<file path="config.mk">
export PLATFORM = sky130hd
export DESIGN_NAME = fpa_array_loader
export DESIGN_NICKNAME = d
export VERILOG_FILES = /design/src/rtl/fpa_pkg.sv /design/src/rtl/fp32_classify.sv /design/src/rtl/fpa_array_loader.sv
export SDC_FILE = /design/constraint.sdc
export NUM_CORES = 1
export LEC_CHECK = 0
export ABC_AREA = 1
export CELL_PAD_IN_SITES_DETAIL_PLACEMENT = 2
export CELL_PAD_IN_SITES_GLOBAL_PLACEMENT = 2
export CORE_ASPECT_RATIO = 0.75
export CORE_UTILIZATION = 38
export DETAILED_ROUTE_END_ITERATION = 16
export DONT_BUFFER_PORTS = 1
export MAX_ROUTING_LAYER = met4
export PLACE_DENSITY_LB_ADDON = 0.1
export SLEW_MARGIN = 10
export SYNTH_ARGS = -nofsm -noshare
export SYNTH_HDL_FRONTEND = slang
export SYNTH_HIERARCHICAL = 1
export SYNTH_SLANG_ARGS = --single-unit
</file>
<file path="constraint.sdc">
create_clock -name iCLK -period 24.8 [get_ports iCLK]
set_input_delay 4.96 -clock iCLK [delete_from_list [all_inputs] [get_ports iCLK]]
set_output_delay 4.96 -clock iCLK [all_outputs]
set_load 0.05 [all_outputs]
</file>
<file path="src/rtl/fpa_pkg.sv">
// Shared FP32 types, field positions and classification helpers for the array adder and its loader.
package fpa_pkg;

  typedef logic [31:0] fp32_t;

  localparam fp32_t FP32_ZERO    = 32'h0000_0000;
  localparam int    FP32_EXP_MSB = 30;
  localparam int    FP32_EXP_LSB = 23;
  localparam int    FP32_FRAC_W  = 23;

  typedef enum logic [1:0] {FILL, HOLD, CLEAR} ld_state_e;

  function automatic logic is_nan(input fp32_t w);
    return (w[FP32_EXP_MSB:FP32_EXP_LSB] == 8'hFF) && (w[FP32_FRAC_W-1:0] != '0);
  endfunction

  function automatic logic is_denorm(input fp32_t w);
    return (w[FP32_EXP_MSB:FP32_EXP_LSB] == 8'h00) && (w[FP32_FRAC_W-1:0] != '0);
  endfunction

endpackage

</file>
<file path="src/rtl/fp32_classify.sv">
// Combinational FP32 classifier: NaN / Inf / subnormal flags and the sign-preserving flushed word.
module fp32_classify
  import fpa_pkg::*;
(
  input  fp32_t word,
  output logic  nan,
  output logic  inf,
  output logic  denorm,
  output fp32_t flushed
);

  assign nan     = is_nan(word);
  assign denorm  = is_denorm(word);
  assign inf     = (word[FP32_EXP_MSB:FP32_EXP_LSB] == 8'hFF) && (word[FP32_FRAC_W-1:0] == '0);
  assign flushed = denorm ? {word[31], 31'h0} : word;

endmodule

</file>
<file path="src/rtl/fpa_array_loader.sv">
// Serial-to-array feeder for the FP32 array adder: fill, hold until the adder consumes, clear.
// Optional build macro FPA_DENORM_FLUSH_EN stores subnormal inputs as signed zero.
module fpa_array_loader
  import fpa_pkg::*;
#(
  parameter int DATA_WIDTH = 32,
  parameter int N          = 16
) (
  input  logic                      iCLK,
  input  logic                      iRESET,
  input  logic                      iVALID,
  output logic                      oREADY,
  input  logic [DATA_WIDTH-1:0]     iDATA,
  input  logic                      iLAST,
  output logic [DATA_WIDTH-1:0]     oFPA_NUMBERS [N:0],
  output logic                      oEN,
  input  logic                      iFPA_DATA_VALID,
  output logic [$clog2(N+2)-1:0]    oCOUNT,
  output logic                      oNAN_SEEN
);

  localparam int CNT_W = $clog2(N+2);

`ifdef FPA_DENORM_FLUSH_EN
  localparam bit FLUSH_EN = 1'b1;
`else
  localparam bit FLUSH_EN = 1'b0;
`endif

  ld_state_e state, state_next;
  logic      accept;
  logic      word_nan;
  logic      word_denorm;
  logic      inf_unused;
  fp32_t     word_flushed;
  fp32_t     store_word;

  fp32_classify u_classify (
    .word    (iDATA),
    .nan     (word_nan),
    .inf     (inf_unused),
    .denorm  (word_denorm),
    .flushed (word_flushed)
  );

  // oREADY is a registered decode of FILL, so it alone qualifies the handshake.
  assign accept     = iVALID && oREADY;
  assign store_word = (FLUSH_EN && word_denorm) ? word_flushed : iDATA;

  always_ff @(posedge iCLK or posedge iRESET) begin
    if (iRESET) begin
      state  <= FILL;
      oREADY <= 1'b0;
      oEN    <= 1'b0;
    end else begin
      state  <= state_next;
      oREADY <= (state_next == FILL);
      oEN    <= (state_next == HOLD);
    end
  end

  always_comb begin
    state_next = state;
    unique case (state)
      FILL:    if (accept && (iLAST || oCOUNT == CNT_W'(N))) state_next = HOLD;
      HOLD:    if (iFPA_DATA_VALID) state_next = CLEAR;
      CLEAR:   state_next = FILL;
      default: state_next = FILL;
    endcase
  end

  // Array register file; unused tail entries keep the zero written by the last clear.
  always_ff @(posedge iCLK or posedge iRESET) begin
    if (iRESET) begin
      for (int i = 0; i <= N; i++) oFPA_NUMBERS[i] <= FP32_ZERO;
      oCOUNT    <= '0;
      oNAN_SEEN <= 1'b0;
    end else if (state == CLEAR) begin
      for (int i = 0; i <= N; i++) oFPA_NUMBERS[i] <= FP32_ZERO;
      oCOUNT    <= '0;
      oNAN_SEEN <= 1'b0;
    end else if (accept) begin
      for (int i = 0; i <= N; i++)
        if (oCOUNT == CNT_W'(i)) oFPA_NUMBERS[i] <= store_word;
      if (oCOUNT != CNT_W'(N+1)) oCOUNT <= oCOUNT + CNT_W'(1);
      if (word_nan) oNAN_SEEN <= 1'b1;
    end
  end

endmodule

</file>
==> out/qor.yml <==
die_width_microns: 278.4
slew_violations: 0
final_core_util: 0.4252
global_route.overflow_total: 0
design.portCount: 589
instances_no_fill: 3011
first_iter_violations: 1110
wirelength_routed_mm: 85.40
dp_slack_ps: 16310
fp.dieArea_sq_um: 58280
floorplan_row_count: 75
routabilityCongestion: 0.8739
cts_hold_buffers: 0
highest-signal-layer: "met4"
fin_crit_sh: 0.3153
fp.dieH_microns: 209.3
critPathCaptureType: "flip-flop"
final_net_count: 2278
detail-route-antenna-nets: 0
first_global_vias: 18380
fmax_mhz: 127.9
netlist_instances: 2327
cellLeakagePower_nw: 12.40
dpl.cell_count: 2909
io_buffers: 0
finalSetupViolations: 0
ys_warn_count: 6
cts-buffers-inserted: 56
m1WireLength_mm: 33.60
grt_max_degree: 127
tritoncts: "built"
grtUsageTotal: 0.3006
status: "complete, no violations"
remaining_drcs: 0
worst_pin_slew_ps: 1220
hpwl_mm: 57.27
cts_buffer_depth: 3
insertion_delay_to_the_later_sink_of_the_worst_skew_pair_ps: 620
vdd.ir_drop.worst_uv: 65.22
hold_path.class: "reg2reg"
final.setup.worst_slack_ps: 16980
critical_path_peak_fanout: 33
antenna_found_initial: 3
final.min_clock_period_ps: 7818
setup_repair_after_global_routing_missed_its_margin: "false"
required_ps: 25360
total_neg_setup_slack_ps: 0
arrival_ps: 8380
core_area_sq_um: 56300
post_drt_via_cell_ratio: 5.696
wl_met2_mm: 41.46
cap_viol_max_count: 0
critical_path_class: "in2reg"
ctsResizeCount: 0
max_slew_margin: 0.1835
p_per_area_nw_per_um2: 134.4
first_pass_grt_wire_length_mm: 127.1
avg_synthesized_cell_area_sq_um: 9.359
clock_sinks: 554
initial_utilization: 0.3868
drt_pass1_iterations: 5
fin_skew_ps: 21.61
via_count: 17150
clock_tree.root_cell: "sky130_fd_sc_hd__clkbuf_16"
htree_num_levels: 2
cts_setup_buffers: 0
avgRoutedWirePerCell_microns: 28.36
critical_path.startpoint_type: "primary input"
synth_area_sq_um: 21780
flow.area_growth_from_synthesis_pct: 9.933
syn-num-nets: 2369
layout-drive-gt1-share: 0.06324
clkTransAtPathRegs_ps: 70
timing_hold_violations_final: 0
routed-wl-met3_mm: 6.908
filler_cell_count: 5957
worst paths after layout:
kind | start | cells past startpoint | endpoint | slack (ps)
max | iVALID | 6 | oFPA_NUMBERS[128]$_DFFE_PP0P_ | 16980
min | state[1]$_DFF_PP0_ | 1 | state[1]$_DFF_PP0_ | 550
max reg2reg | state[0]$_DFF_PP0_ | 7 | oFPA_NUMBERS[201]$_DFFE_PP0P_ | 20430
min reg2reg | state[1]$_DFF_PP0_ | 1 | state[1]$_DFF_PP0_ | 550
max in group asynchronous | iRESET | 3 | oFPA_NUMBERS[419]$_DFFE_PP0P_ | 17930
min in group asynchronous | iRESET | 1 | oFPA_NUMBERS[504]$_DFFE_PP0P_ | 4340
critical path: stages:
cell,delay [ps]
sky130_fd_sc_hd__nand2_1,110
sky130_fd_sc_hd__nor2_1,980
sky130_fd_sc_hd__nand3_2,1060
sky130_fd_sc_hd__inv_2,960
sky130_fd_sc_hd__nand2_1,150
sky130_fd_sc_hd__nand2_1,110
layout make-up:
type / instances / area (sq um) / share of cell area
flip-flops and latches: 554 / 13860 / 0.5790
multi-input cells: 1542 / 6932 / 0.2895
clock buffers: 88 / 1734 / 0.07243
well taps: 731 / 914.6 / 0.03820
inverters: 61 / 236.5 / 0.009877
repair buffers: 21 / 157.7 / 0.006585
clock inverters: 11 / 96.34 / 0.004024
diodes: 3 / 7.507 / 0.0003136
power by group:
group | switching [mW] | leakage [nW] | internal [mW] | total, mW
combinational | 0.326 | 3.86 | 0.103 | 0.429
sequential | 0.858 | 7.65 | 1.07 | 1.93
clock | 0.371 | 0.901 | 0.487 | 0.858
total | 1.56 | 12.4 | 1.66 | 3.22
registers in the layout, indices dropped and copies added, names as in the netlist:
name          flops
oCOUNT            5
oREADY            1
oFPA_NUMBERS    544
state             2
oEN               1
oNAN_SEEN         1
metal layers:
| metal | global-route usage | up-vias |
|---|---|---|
| met5 | - | - |
| li1 | - | 7468 |
| met4 | 0.1174 | 0 |
| met3 | 0.09752 | 166 |
| met1 | 0.3527 | 9035 |
| met2 | 0.4798 | 483 |
layout by cell type (no fill, tap or decap), drive strengths merged:
cell      count
clkinv       41
inv          28
ha            5
clkinvlp      2
nor3          1
diode         3
nand2       714
o21ai       228
dfrtp       554
nand4         3
bufinv        1
nand3       563
a21oi         1
nor2         27
clkbuf       88
buf          21
metrics by stage:
| step | hold slack (ps) | area [sq um] | total power [mW] |
|---|---|---|---|
| global placement | 521.5 | 22100 | 2.352 |
| global route | 579.7 | 23940 | 3.339 |
| CTS | 560.5 | 23930 | 3.244 |
| finish | 554.6 | 23940 | 3.217 |
| detailed placement | 555.2 | 22100 | 2.384 |
| floorplan | 454.4 | 21780 | 2.147 |
Note: power is estimated with default switching activity, not from simulation.
